File: src/rtl/reg_fifo_gen.sv
`default_nettype none
// ============================================================================
//  Module   : reg_fifo_gen
//  Brief    : Register-based synchronous FIFO for any depth >= 2. It provides
//             occupancy and free-slot counts, threshold flags, a peak-occupancy
//             watermark and an optional full-bypass push.
//  Revision : 1.0 - initial release
// ============================================================================
module reg_fifo_gen #(
    parameter int DATA_WIDTH    = 8,
    parameter int FIFO_DEPTH    = 4,
    parameter int AFULL_TH      = FIFO_DEPTH - 1,
    parameter int AEMPTY_TH     = 1,
    parameter bit FULL_BYPASS   = 1'b0,
    parameter int LB_FIFO_DEPTH = $clog2(FIFO_DEPTH)
) (
    input  logic                     clk,
    input  logic                     rst,
    input  logic [DATA_WIDTH-1:0]    in_data,
    input  logic                     in_valid,
    output logic                     in_ready,
    output logic [DATA_WIDTH-1:0]    out_data,
    output logic                     out_valid,
    input  logic                     out_ready,
    input  logic                     clear,
    output logic [LB_FIFO_DEPTH:0]   count,
    output logic [LB_FIFO_DEPTH:0]   free,
    output logic                     almost_full,
    output logic                     almost_empty,
    output logic [LB_FIFO_DEPTH:0]   max_count
);

    localparam int c_cnt_w = LB_FIFO_DEPTH + 1;
    localparam int c_last  = FIFO_DEPTH - 1;

    localparam logic [LB_FIFO_DEPTH:0]   c_depth    = c_cnt_w'(FIFO_DEPTH);
    localparam logic [LB_FIFO_DEPTH:0]   c_afull    = c_cnt_w'(AFULL_TH);
    localparam logic [LB_FIFO_DEPTH:0]   c_aempty   = c_cnt_w'(AEMPTY_TH);
    localparam logic [LB_FIFO_DEPTH-1:0] c_ptr_last = LB_FIFO_DEPTH'(c_last);

    generate
        if (FIFO_DEPTH < 2) begin : g_bad_depth
            $error("reg_fifo_gen: FIFO_DEPTH must be at least 2");
        end
        if ((AFULL_TH < 1) || (AFULL_TH > FIFO_DEPTH)) begin : g_bad_afull
            $error("reg_fifo_gen: AFULL_TH must lie in 1..FIFO_DEPTH");
        end
        if ((AEMPTY_TH < 0) || (AEMPTY_TH > FIFO_DEPTH - 1)) begin : g_bad_aempty
            $error("reg_fifo_gen: AEMPTY_TH must lie in 0..FIFO_DEPTH-1");
        end
    endgenerate

    logic [DATA_WIDTH-1:0]    mem_q [FIFO_DEPTH];
    logic [LB_FIFO_DEPTH-1:0] waddr_q, waddr_d;
    logic [LB_FIFO_DEPTH-1:0] raddr_q, raddr_d;
    logic [LB_FIFO_DEPTH:0]   count_q, count_d;
    logic [LB_FIFO_DEPTH:0]   max_count_q, max_count_d;

    logic w_push;
    logic w_pop;
    logic w_in_ready;

    // Wrap explicitly so non-power-of-two depths never index past the last slot.
    function automatic logic [LB_FIFO_DEPTH-1:0] ptr_inc(input logic [LB_FIFO_DEPTH-1:0] p);
        return (p == c_ptr_last) ? '0 : p + LB_FIFO_DEPTH'(1);
    endfunction

    always_comb begin
        w_in_ready = (count_q < c_depth) ||
                     (FULL_BYPASS && (count_q == c_depth) && out_ready);
        w_push     = in_valid && w_in_ready;
        w_pop      = (count_q != '0) && out_ready;
    end

    always_comb begin
        waddr_d     = waddr_q;
        raddr_d     = raddr_q;
        count_d     = count_q;
        max_count_d = max_count_q;
        if (w_push) begin
            waddr_d = ptr_inc(waddr_q);
        end
        if (w_pop) begin
            raddr_d = ptr_inc(raddr_q);
        end
        if (w_push && !w_pop) begin
            count_d = count_q + c_cnt_w'(1);
        end else if (w_pop && !w_push) begin
            count_d = count_q - c_cnt_w'(1);
        end
        if (count_d > max_count_q) begin
            max_count_d = count_d;
        end
    end

    always_ff @(posedge clk) begin
        if (rst || clear) begin
            waddr_q     <= '0;
            raddr_q     <= '0;
            count_q     <= '0;
            max_count_q <= '0;
        end else begin
            waddr_q     <= waddr_d;
            raddr_q     <= raddr_d;
            count_q     <= count_d;
            max_count_q <= max_count_d;
        end
    end

    // Storage is not reset; a flush only needs the pointers and count cleared.
    always_ff @(posedge clk) begin
        if (w_push && !(rst || clear)) begin
            mem_q[waddr_q] <= in_data;
        end
    end

    assign in_ready     = w_in_ready;
    assign out_valid    = (count_q != '0);
    assign out_data     = mem_q[raddr_q];
    assign count        = count_q;
    assign free         = c_depth - count_q;
    assign almost_full  = (count_q >= c_afull);
    assign almost_empty = (count_q <= c_aempty);
    assign max_count    = max_count_q;

endmodule
`default_nettype wire

File: config.mk
export PLATFORM = sky130hd
export DESIGN_NAME = reg_fifo_gen
export DESIGN_NICKNAME = d
export VERILOG_FILES = /design/src/rtl/reg_fifo_gen.sv
export SDC_FILE = /design/constraint.sdc
export NUM_CORES = 1
export LEC_CHECK = 0
export BUFFER_PORTS_ARGS = -buffer_cell sky130_fd_sc_hd__buf_2
export CAP_MARGIN = 20
export CORE_UTILIZATION = 55
export DETAILED_ROUTE_END_ITERATION = 10
export GPL_TIMING_DRIVEN = 0
export PLACE_DENSITY = 0.76
export SLEW_MARGIN = 20
export SYNTH_ARGS = -nofsm -noshare
export SYNTH_HDL_FRONTEND = slang
export SYNTH_SLANG_ARGS = --single-unit
File: constraint.sdc
create_clock -name clk -period 8.6 [get_ports clk]
set_clock_uncertainty 0.2 [all_clocks]
set_input_delay 0.86 -clock clk [delete_from_list [all_inputs] [get_ports clk]]
set_output_delay 0.86 -clock clk [all_outputs]
set_load 0.05 [all_outputs]
======== Yosys cells after proc, flatten, opt, wreduce, memory -nomap -nowiden ========
Memories as Yosys holds them, arrays and structs flattened. A register that Yosys moved wholly into a read port is not among the register bits.
Cells that the tools add are included.
word-level totals
  bits of input ports ..................... 13
  memories ................................ 1
  memory bits (writable) .................. 32
  bits in registers ....................... 10
  output and inout port bits .............. 21
operators by class
  $add $sub $neg .......................... 5
  reductions and logical operators ........ 10
  $lt $le $gt $ge ......................... 4
  mux-type cells .......................... 8
  equality and inequality tests ........... 2
memories
  name   words  bits a word  rd ports  clocked after memory_dff  wr ports  line  text
  mem_q  4      8            1         1                         1         53    logic [DATA_WIDTH-1:0] mem_q [FIFO_DEPTH];
operator list
  operator               count
  $mux W2                4
  $mux W3                2
  $logic_and A1 B1 Y1    5
  $add A2 B1 Y2 const B  2
  $eq A2 B2 Y1 const B   2
  $add A3 B1 Y3 const B  1
  $ge A3 B2 Y1 const B   1
  $gt A3 B3 Y1           1
  $le A3 B1 Y1 const B   1
  $logic_not A1 Y1       3
  $lt A3 B3 Y1 const B   1
  $reduce_bool A3 Y1     1
  $sub A3 B1 Y3 const B  1
  $sub A3 B3 Y3 const A  1
  $mux W1                2
  $logic_or A1 B1 Y1     1

======== Depth between registers and ports, before layout ========
  word-level depth ........................ 7
  depth in mapped cells ................... 14
  gate-level depth less buffers ........... 13

======== Worst setup path before layout ========
Ideal clock, no wire load.
  path kind ............................... reg2reg
  from .................................... register count_q[0], in the netlist count[0]
  to ...................................... register max_count_q[1], in the netlist max_count[1]
  setup slack ............................. 5.132 ns
  data required time ...................... 8.274 ns
  clock period less this slack ............ 3.468 ns
  stages on the path, launching flop included .. 14
  library setup time ...................... 0.126 ns
  data arrival time ....................... 3.142 ns
  cell sequence ........................... dfxtp_1 -> inv_1 -> ha_1 -> ha_1 -> or2b_1 -> o211ai_1 -> o21ai_0 -> o211ai_1 -> inv_1 -> ha_1 -> o21ai_0 -> a32oi_1 -> mux2i_1 -> nor2_1
on the way
  word-level cells in the longest chain between the ends .. 7
ends and longest elaborated chain
  item                    line  text
  from (decl)             56    logic [LB_FIFO_DEPTH:0] count_q, count_d;
  from (signal assigned)  105   count_q <= count_d;
  $lt A3 B3 Y1            69    w_in_ready = (count_q < c_depth) ||
  $logic_and A1 B1 Y1     71    w_push = in_valid && w_in_ready;
  $logic_not A1 Y1        88    end else if (w_pop && !w_push) begin
  $logic_and A1 B1 Y1     88
  $mux W3                 88
  $mux W3 (*)             86    if (w_push && !w_pop) begin
  via count_d[2]          56
  $gt A3 B3 Y1 (*)        91    if (count_d > max_count_q) begin
  to (signal assigned)    106   max_count_q <= max_count_d;
  to (decl)               57    logic [LB_FIFO_DEPTH:0] max_count_q, max_count_d;
Mark *: on every way through the listed nets, which the timed path passes. The rest lies on a longest branch.
A chain may end at the register's enable or synchronous reset.

======== Worst setup path in the final report ========
Ends and elaborated chain as after synthesis.

==> flow_summary_export.csv <==
group,metric,value,unit
worst_setup_path,worstSetupStartpointType,"register",
floorplan,die-area,0.00389,mm2
synthesis,synth.distinct_cells,35,
synthesis,synth_cells,141,
sta,rsz0062_at_grt,"no",
worst_setup_path,arrival,3610,ps
clock_tree,cts_buffer_depth,2,
clock_tree,cts-buffers-inserted,5,
synthesis,synthesis.nets,169,
placed_design,hpwl,2450,um
synthesis,syn_area,0.00200,mm2
floorplan,coreArea,0.00342,mm2
clock_tree,path_clk_slew,120,ps
synthesis,avgSynthCellArea,14.2,um2
grt,grt_max_degree,14,
layout,stdcell_area,0.00230,mm2
clock_tree,cts.sinks,44,
clock_tree,cts_max_level,2,
power,p_sw_frac,0.278,
sta,finalCritPeriodShare,0.417,
worst_setup_path,worst-endpoint-required,8630,ps
floorplan,die_h,62.4,um
sta,finalHoldViolCount,0,
grt,antenna_found_initial,0,
min_path,hold_path.startpoint,"raddr_q[1]",
layout,nNetsFinal,209,
route,wl_met1,1330,um
sta,tightest_slew,489,ps
worst_setup_path,cp-end-kind,"register",
power,power_frac_clock,0.276,
clock_tree,postCtsSetupBuffers,0,
power,peakVddDrop,110,uV
floorplan,rows,21,
layout,area_delta_synth_final,14.9,%
min_path,worstHoldPathCells,2,
synthesis,synth_edf_count,32,
route,routedWlPerCell,14.8,um
synthesis,yosys_register_bits,44,
sta,timing.slew.headroom,0.674,
worst_setup_path,rr_worst_depth,13,
layout,final_common_cell,"buf_2",
route,viasPerCell,5.39,
min_path,min_to,"raddr_q[1]",
clock_tree,cts_resized,0,
clock_tree,cts_tree,"done",
worst_setup_path,critPathLaunch,"count[0]",
power,power_switching,123,uW
flow_run,max-cap-violations,0,
route,drtIter0Drc,33,
route,vias,1228,
route,drt-total-wl,3370,um
floorplan,initial_core_util,0.587,
synthesis,synthArstFlopShare,0,
min_path,hold_class,"register to register",
floorplan,dieWidth,62.4,um
route,detail-route-antenna-nets,0,
floorplan,io_pins,34,
sta,setup_viol,0,
placed_design,io_buffers,33,
route,wl_met2,1850,um
synthesis,yosysTopAreaCell,"edfxtp_1",
power,p_per_area,193,mW/mm2
route,highest_layer,"met4",
clock_tree,cts-root-buf,"clkbuf_4",
power,p_int,321,uW
worst_setup_path,r2r-end,"max_count[1]",
status,status,"completed",
power,pwr-share-seq,0.531,
route,drtPass1Iterations,4,
grt,grt_pass1_vias,1319,
worst_setup_path,r2r_start,"count[0]",
placed_design,placed_area,0.00223,mm2
clock_tree,hold_buffers,0,
synthesis,synth_flop_cell,"edfxtp_1",
route,routed-wl-met3,148,um
grt,grt_pass1_wl,5680,um
route,drc,0,
worst_setup_path,critPathKind,"register to register",
grt,track_usage,0.195,
placed_design,place_congestion,0.722,
synthesis,ys.warnings.count,0,
sta,setup_tns,0,ps
clock_tree,clk-insertion-delay-late,340,ps
sta,final_max_slew_viol_count,0,
layout,drive_gt1_frac,0.330,
worst_setup_path,cp_max_fo,8,
synthesis,seq_area_frac_synth,0.599,
grt,overflow,0,
synthesis,synth.area.top_cells,"edfxtp_1, dfxtp_1, ha_1",
layout,final_cell_mix,"buf_2, edfxtp_1, ha_1, dfxtp_1",
sta,min_period,3580,ps
worst_setup_path,worst-r2r-setup-slack,5020,ps
power,leakage,0.900,nW
synthesis,yosys.area.top_type_share,0.479,
power,comb_power_share,0.193,
layout,diodes,0,
sta,fmax,279,MHz
-- sequential cells by signal, indices dropped and copies added, names as in the netlist, named ones only --
register,cells
mem_q,32
count,3
max_count,3
raddr_q,2
waddr_q,2
-- synthesized netlist by cell type, types with 2 or more instances --
cell	n
nor3_1	2
nor2b_1	3
dfxtp_1	12
o211ai_1	2
a32oi_1	2
edfxtp_1	32
inv_1	11
nor2_1	11
and3_1	4
nand2b_1	3
ha_1	15
mux4_2	8
a21oi_1	5
xnor2_2	2
nand2_1	6
o21ai_0	4
-- critical path: stages, from the launching register on --
cell	delay, ps
dfxtp_1	570
inv_1	160
ha_1	250
ha_1	230
or2b_1	290
nor2_1	310
nand3_1	120
o211ai_1	180
inv_1	90
ha_1	300
o21ai_0	90
a32oi_1	410
mux2i_1	240
nor2_1	50
-- metal layers --
metal / vias to the layer above / global-route usage
met3: 6 / 0.0529
met5: - / 0
li1: 595 / -
met1: 594 / 0.198
met2: 33 / 0.370
met4: 0 / 0.0872
-- cell type report --
cell class / instances / area [um2]
well taps: 46 / 57.6
repair buffers: 33 / 165
multi-input cells: 81 / 731
fillers: 260 / 1110
flip-flops and latches: 44 / 1200
clock buffers: 6 / 41.3
clock inverters: 2 / 35.0
inverters: 11 / 41.3
plain buffers: 5 / 31.3
-- how the worst max path moves through the flow --
| stage | endpoint | slack (ps) |
|---|---|---|
| 6_report | max_count[1] | 5020 |
| 5_1_grt | max_count[1] | 4730 |
| 4_1_cts | max_count[1] | 5070 |
| 3_5_place_dp | max_count[1] | 5110 |
| 3_3_place_gp | max_count[1] | 5280 |
| 2_1_floorplan | max_count[1] | 5130 |
-- power groups by stage --
stage	registers (mW)	logic, mW	clock network (mW)
floorplan	0.247	0.0596	0
global placement	0.240	0.0822	0
detailed placement	0.241	0.0850	0
CTS	0.236	0.0855	0.126
global route	0.236	0.0930	0.133
finish	0.236	0.0857	0.122
-- kinds of logic (layout without fill, tap and decap cells) --
kind of cell | after synthesis | after routing | share of synthesized area
AO/OA/AOI/OAI | 20 | 20 | 0.0730
XOR/XNOR | 2 | 2 | 0.0162
adder cells (fa/ha/maj) | 15 | 15 | 0.0936
buffers and inverters | 16 | 57 | 0.0362
flip-flops | 44 | 44 | 0.599
multiplexers | 9 | 9 | 0.0949
AND/OR/NAND/NOR | 35 | 35 | 0.0868
-- through the flow --
| stage | power (mW) | cells | hold slack [ps] | worst slack [ps] | utilization |
|---|---|---|---|---|---|
| after floorplan | 0.306 | 141 | 254 | 5130 | - |
| after global placement | 0.322 | 220 | 265 | 5280 | 0.652 |
| after detailed placement | 0.326 | 220 | 283 | 5110 | 0.652 |
| after CTS | 0.447 | 228 | 300 | 5070 | 0.674 |
| after global routing | 0.462 | 228 | 328 | 4730 | 0.674 |
| final | 0.444 | 228 | 301 | 5020 | 0.674 |
No activity file was read; power rests on OpenSTA's default activity.
